## config.mk

```make
export PLATFORM = sky130hd
export DESIGN_NAME = adder_arbiter
export DESIGN_NICKNAME = d
export VERILOG_FILES = /design/src/rtl/adder_arbiter_pkg.sv /design/src/rtl/adder_arbiter_rr_arbiter.sv /design/src/rtl/adder_arbiter.sv
export SDC_FILE = /design/constraint.sdc
export NUM_CORES = 1
export LEC_CHECK = 0
export CELL_PAD_IN_SITES_DETAIL_PLACEMENT = 0
export CELL_PAD_IN_SITES_GLOBAL_PLACEMENT = 2
export CORE_ASPECT_RATIO = 0.6
export CORE_MARGIN = 4
export CORE_UTILIZATION = 28
export DETAILED_ROUTE_END_ITERATION = 7
export GPL_ROUTABILITY_DRIVEN = 0
export PLACE_DENSITY_LB_ADDON = 0.1
export SETUP_SLACK_MARGIN = 0.3
export SLEW_MARGIN = 10
export SYNTH_ARGS = -nofsm -noshare
export SYNTH_HDL_FRONTEND = slang
export SYNTH_SLANG_ARGS = --single-unit
```

## constraint.sdc

```tcl
create_clock -name clock -period 4.1 [get_ports clock]
set_input_delay 0.615 -clock clock [delete_from_list [all_inputs] [get_ports clock]]
set_output_delay 0.615 -clock clock [all_outputs]
set_load 0.1 [all_outputs]
```

## src/rtl/adder_arbiter_pkg.sv

```systemverilog
// Shared constants and FSM encoding for the round-robin adder arbiter.
package adder_arbiter_pkg;

  localparam int DEF_NREQ  = 3;
  localparam int DEF_WIDTH = 32;

  typedef enum logic [1:0] {
    ST_IDLE = 2'd0,
    ST_ADD  = 2'd1,
    ST_DONE = 2'd2
  } state_e;

endpackage

```

## src/rtl/adder_arbiter_rr_arbiter.sv

```systemverilog
// Round-robin selector: first requester above last_grant wins, wrapping at NREQ.
module rr_arbiter
  import adder_arbiter_pkg::*;
#(
  parameter int NREQ = DEF_NREQ,
  parameter int IDXW = (NREQ > 1) ? $clog2(NREQ) : 1
) (
  input  logic [NREQ-1:0] req_i,
  input  logic [IDXW-1:0] last_grant_i,
  output logic [NREQ-1:0] grant_o,
  output logic [IDXW-1:0] idx_o
);

  logic            found_s;
  logic [IDXW:0]   cand_wide_s;
  logic [IDXW:0]   cand_wrap_s;
  logic [IDXW-1:0] cand_s;

  // Scan candidates (last+1 .. last+NREQ) mod NREQ, keep the first active one
  always_comb begin
    grant_o     = '0;
    idx_o       = '0;
    found_s     = 1'b0;
    cand_wide_s = '0;
    cand_wrap_s = '0;
    cand_s      = '0;
    for (int k = 1; k <= NREQ; k++) begin
      cand_wide_s = {1'b0, last_grant_i} + (IDXW+1)'(k);
      if (cand_wide_s >= (IDXW+1)'(NREQ)) begin
        cand_wrap_s = cand_wide_s - (IDXW+1)'(NREQ);
      end else begin
        cand_wrap_s = cand_wide_s;
      end
      cand_s = cand_wrap_s[IDXW-1:0];
      if (!found_s && req_i[cand_s]) begin
        found_s         = 1'b1;
        grant_o[cand_s] = 1'b1;
        idx_o           = cand_s;
      end else begin
        found_s = found_s;
      end
    end
  end

endmodule

```

## src/rtl/adder_arbiter.sv

```systemverilog
// Shares one registered adder among NREQ requesters: IDLE grants, ADD computes,
// DONE holds the result for the captured requester until it is accepted.
module adder_arbiter
  import adder_arbiter_pkg::*;
#(
  parameter int NREQ  = DEF_NREQ,
  parameter int WIDTH = DEF_WIDTH
) (
  input  logic                  clock,
  input  logic                  reset,
  input  logic [NREQ-1:0]       req_valid,
  input  logic [NREQ*WIDTH-1:0] req_op1,
  input  logic [NREQ*WIDTH-1:0] req_op2,
  output logic [NREQ-1:0]       req_ready,
  output logic [NREQ-1:0]       resp_valid,
  input  logic [NREQ-1:0]       resp_ready,
  output logic [WIDTH-1:0]      resp_sum,
  output logic                  resp_carry,
  output logic                  resp_ovf,
  output logic                  busy
);

  localparam int IDXW = (NREQ > 1) ? $clog2(NREQ) : 1;
  localparam logic [IDXW-1:0] LAST_RST = IDXW'(NREQ - 1);

  state_e           state_q, state_d;
  logic [IDXW-1:0]  last_q, last_d;
  logic [IDXW-1:0]  idx_q, idx_d;
  logic [WIDTH-1:0] op1_q, op1_d, op2_q, op2_d;
  logic [WIDTH-1:0] sum_q, sum_d;
  logic             carry_q, carry_d, ovf_q, ovf_d;

  logic [NREQ-1:0]  grant_s, ready_s;
  logic [IDXW-1:0]  gidx_s;
  logic [WIDTH-1:0] sel_op1_s, sel_op2_s;
  logic [WIDTH:0]   sum_full_s;

  rr_arbiter #(.NREQ(NREQ), .IDXW(IDXW)) u_rr (
    .req_i        (req_valid),
    .last_grant_i (last_q),
    .grant_o      (grant_s),
    .idx_o        (gidx_s)
  );

  // One-hot operand mux driven by the arbiter grant
  always_comb begin
    sel_op1_s = '0;
    sel_op2_s = '0;
    for (int i = 0; i < NREQ; i++) begin
      if (grant_s[i]) begin
        sel_op1_s = sel_op1_s | req_op1[i*WIDTH +: WIDTH];
        sel_op2_s = sel_op2_s | req_op2[i*WIDTH +: WIDTH];
      end else begin
        sel_op1_s = sel_op1_s;
        sel_op2_s = sel_op2_s;
      end
    end
  end

  assign sum_full_s = {1'b0, op1_q} + {1'b0, op2_q};

  // Next-state and datapath capture
  always_comb begin
    state_d = state_q;
    last_d  = last_q;
    idx_d   = idx_q;
    op1_d   = op1_q;
    op2_d   = op2_q;
    sum_d   = sum_q;
    carry_d = carry_q;
    ovf_d   = ovf_q;
    ready_s = '0;
    case (state_q)
      ST_IDLE: begin
        if (|req_valid) begin
          ready_s = grant_s;
          last_d  = gidx_s;
          idx_d   = gidx_s;
          op1_d   = sel_op1_s;
          op2_d   = sel_op2_s;
          state_d = ST_ADD;
        end else begin
          state_d = ST_IDLE;
        end
      end
      ST_ADD: begin
        sum_d   = sum_full_s[WIDTH-1:0];
        carry_d = sum_full_s[WIDTH];
        ovf_d   = (op1_q[WIDTH-1] == op2_q[WIDTH-1]) &&
                  (sum_full_s[WIDTH-1] != op1_q[WIDTH-1]);
        state_d = ST_DONE;
      end
      ST_DONE: begin
        if (resp_ready[idx_q]) begin
          state_d = ST_IDLE;
        end else begin
          state_d = ST_DONE;
        end
      end
      default: begin
        state_d = ST_IDLE;
      end
    endcase
  end

  // State and datapath registers
  always_ff @(posedge clock or negedge reset) begin
    if (!reset) begin
      state_q <= ST_IDLE;
      last_q  <= LAST_RST;
      idx_q   <= '0;
      op1_q   <= '0;
      op2_q   <= '0;
      sum_q   <= '0;
      carry_q <= 1'b0;
      ovf_q   <= 1'b0;
    end else begin
      state_q <= state_d;
      last_q  <= last_d;
      idx_q   <= idx_d;
      op1_q   <= op1_d;
      op2_q   <= op2_d;
      sum_q   <= sum_d;
      carry_q <= carry_d;
      ovf_q   <= ovf_d;
    end
  end

  // Response valid decoded from registered state and captured index
  always_comb begin
    resp_valid = '0;
    if (state_q == ST_DONE) begin
      resp_valid[idx_q] = 1'b1;
    end else begin
      resp_valid = '0;
    end
  end

  // Grant is combinational, so mask it while reset is held
  assign req_ready  = ready_s & {NREQ{reset}};
  assign resp_sum   = sum_q;
  assign resp_carry = carry_q;
  assign resp_ovf   = ovf_q;
  assign busy       = (state_q != ST_IDLE);

endmodule

```

==> results of run 1 <==
==> what timing repair did <==
item / CTS / global route
gates cloned: 0 / 0
setup endpoints to repair: 1 / 1
resized for setup: 2 / 1
==> per-layer routing <==
metal / GRT usage, % / vias to the layer above / share of wire, %
met5: 0 / - / 0.15
met4: 3.35 / 4 / 1.1
met3: 4.61 / 16 / 6.0
met2: 25.5 / 185 / 40
met1: 27.9 / 3015 / 52
li1: - / 3023 / -
==> flip-flops by register name (all words and copies together) (netlist names) <==
name and count:
op1_q 32, op2_q 32, resp_sum 32, last_q 2, state_q 2, idx_q 1
resp_carry 1, resp_ovf 1
==> worst max-delay path, stage by stage (launching register included) <==
cell	delay, ns
dfstp_2	0.57
inv_1	0.09
ha_1	0.43
nor3b_1	0.40
a21oi_2	0.12
a31o_1	0.25
a21o_4	0.30
and3_1	0.27
buf_12	0.18
==> metrics by stage <==
stage	hold WS, ns	cells
5_1_grt	0.320	1207
6_report	0.279	1207
4_1_cts	0.291	1207
3_3_place_gp	0.458	1191
3_5_place_dp	0.466	1191
2_1_floorplan	0.319	685
==> cell type report <==
| type | count | area share (%) |
|---|---|---|
| Multi-Input combinational cell | 522 | 38.0 |
| Sequential cell | 103 | 27.6 |
| Tap cell | 308 | 4.13 |
| Inverter | 10 | 0.402 |
| Clock buffer | 9 | 2.41 |
| Timing Repair Buffer | 248 | 26.7 |
| Clock inverter | 7 | 0.831 |
==> cells in the mapped netlist, types with 7 or more instances <==
cell,count
xnor2_1,18
a222oi_1,64
a21o_1,13
o21ai_0,36
nor3_1,10
inv_1,10
ha_1,38
nand2_1,66
xor2_1,11
buf_2,9
a21oi_1,95
clkbuf_1,32
nor2_1,76
dfrtp_1,102
buf_6,7
==> cell families after synthesis <==
logic type | share of synthesized area, %
AOI/OAI and AO/OA | 29.9
xor gates and xnor gates | 3.98
adders and majority gates | 7.77
buffers and inverters | 4.53
DFF | 40.4
muxes | 1.06
and+or+nand+nor | 12.3
==> how the worst max path moves through the flow <==
stage | from | end | slack (ns) | cells past startpoint
2_1_floorplan | last_q[1] | req_ready[2] | 0.46 | 11
3_3_place_gp | req_valid[2] | req_ready[1] | 0.52 | 7
3_5_place_dp | req_valid[2] | req_ready[1] | 0.47 | 7
4_1_cts | last_q[0] | req_ready[1] | 0.36 | 8
5_1_grt | last_q[1] | req_ready[1] | 0.36 | 8
6_report | last_q[1] | req_ready[1] | 0.50 | 8
==> results by group, run 1 <==
Outcome
  • Status: finished clean

Global route
  • Vias in the first global route: 6,477
  • Pin count of the biggest net entering global routing: 85
  • Total congestion overflow: 0
  • First-pass GRT wire length: 36.6 mm
  • Antenna violations before repair: 2
  • GR Util All Layers: 18.1%

Final layout
  • Most frequent cells in the layout: 236 x clkdlybuf4s50_1, 101 x dfrtp_1, 93 x a21oi_1, 75 x nor2_1, 65 x nand2_1
  • Multi-input gate area: 3540 um^2
  • Fin area: 9340 um^2
  • Ratio of cells with drive above 1 in the final layout: 6.01%
  • Final net count: 1,133
  • Most common cell after layout, fill and taps aside: clkdlybuf4s50_1
  • Register area: 2580 um^2
  • Core Util, Final: 42.0%
  • Area growth from synthesis to layout: 46.5%
  • Ant diodes: 0
  • Filler cell count in the final layout: 2,155

Floorplan
  • Die width: 203 um
  • Ports: 241
  • Starting density of the core: 28.7%
  • Die area: 25,300 um^2
  • Die height: 125 um
  • FP Rows: 42
  • Core area: 22,200 um^2

Synth
  • Synth Flop Type: dfrtp_1
  • Synth cell types: 56
  • EDFF count, synth: 0
  • Synth area leader: dfrtp_1
  • Post-Syn Area: 6380 um^2
  • Fraction of registers with async set/reset: 100%
  • Gate Count Post-Synth: 685
  • Avg Cell Area, Syn: 9.31 um^2
  • Synth top area cells: dfrtp_1 40%, a222oi_1 10%, a21oi_1 7.5%
  • Post-synth top area share: 40.0%
  • Yosys Warn Count: 0
  • Register area share after synthesis: 40.4%
  • Syn nets: 924
  • Seq cells post-synth: 103

Timing
  • Final WS setup: 0.498 ns
  • Final Cycle Share: 87.8%
  • Setup Skew: 0.00675 ns
  • Tmin final: 3.60 ns
  • Final hold vios: 0
  • Worst-margin pin slew: 1.05 ns
  • Fin Setup TNS: 0 ns
  • Max Fclk: 278 MHz
  • RSZ-0062 raised after global routing: no
  • Fin. max-slew vios: 0
  • Final setup fails: 0
  • Max_slew headroom: 29.7%

Setup path
  • WS Path Type: reg2out
  • Worst Path Arrival: 2.99 ns
  • Crit path required time: 3.48 ns
  • RR Startpoint: last_q[1]
  • Startpoint types: register
  • R2R depth: 9
  • Crit end category: output pin
  • Crit Path Max Fanout: 20
  • Reg-to-reg slack, setup: 0.75 ns
  • R2r endpoint: op2_q[30]

Detailed routing
  • Detailed Route Iter0 Violations: 630
  • DRC: 0
  • TritonRoute pass-1 iters: 7
  • Via Count: 6,243
  • Vias per Instance: 5.17
  • Post-Route WL: 23.1 mm
  • ANT nets after route: 0
  • WL per Instance: 19.1 um

CTS
  • Worst-path clk slew: 0.08 ns
  • Hold buffers post-CTS: 0
  • Skew-Pair Late Insertion Delay: 0.35 ns
  • Clk buf depth: 2
  • H-Tree Depth: 3
  • Num CTS Buffers: 9
  • Setup repair bufs after CTS: 0
  • CTS tree: yes
  • Clock Root Buffer: clkbuf_16
  • CTS Sinks: 103

Placement
  • Post-place setup slack: 0.467 ns
  • Port bufs: 240
  • Placed cell area: 9030 um^2
  • DP HPWL: 17.7 mm

Job
  • MaxCap Viol Count: 0

Hold path
  • Hold crit path type: in2async
Power of run 1 is left out: the tool's default activity adds up to more than one toggle a clock period on the data nets, which glitch-free logic cannot reach.
==> run 2, diff against run 1 <==
SKIP_CTS_REPAIR_TIMING = 1   (was unset)
==> results of run 2 <==
Same layout as run 1: the final DEF is identical, and so are final timing and power.
Among the figures that moved: via count of the first global-routing pass 6477 -> 6476
Power of run 2 is left out for the same reason.
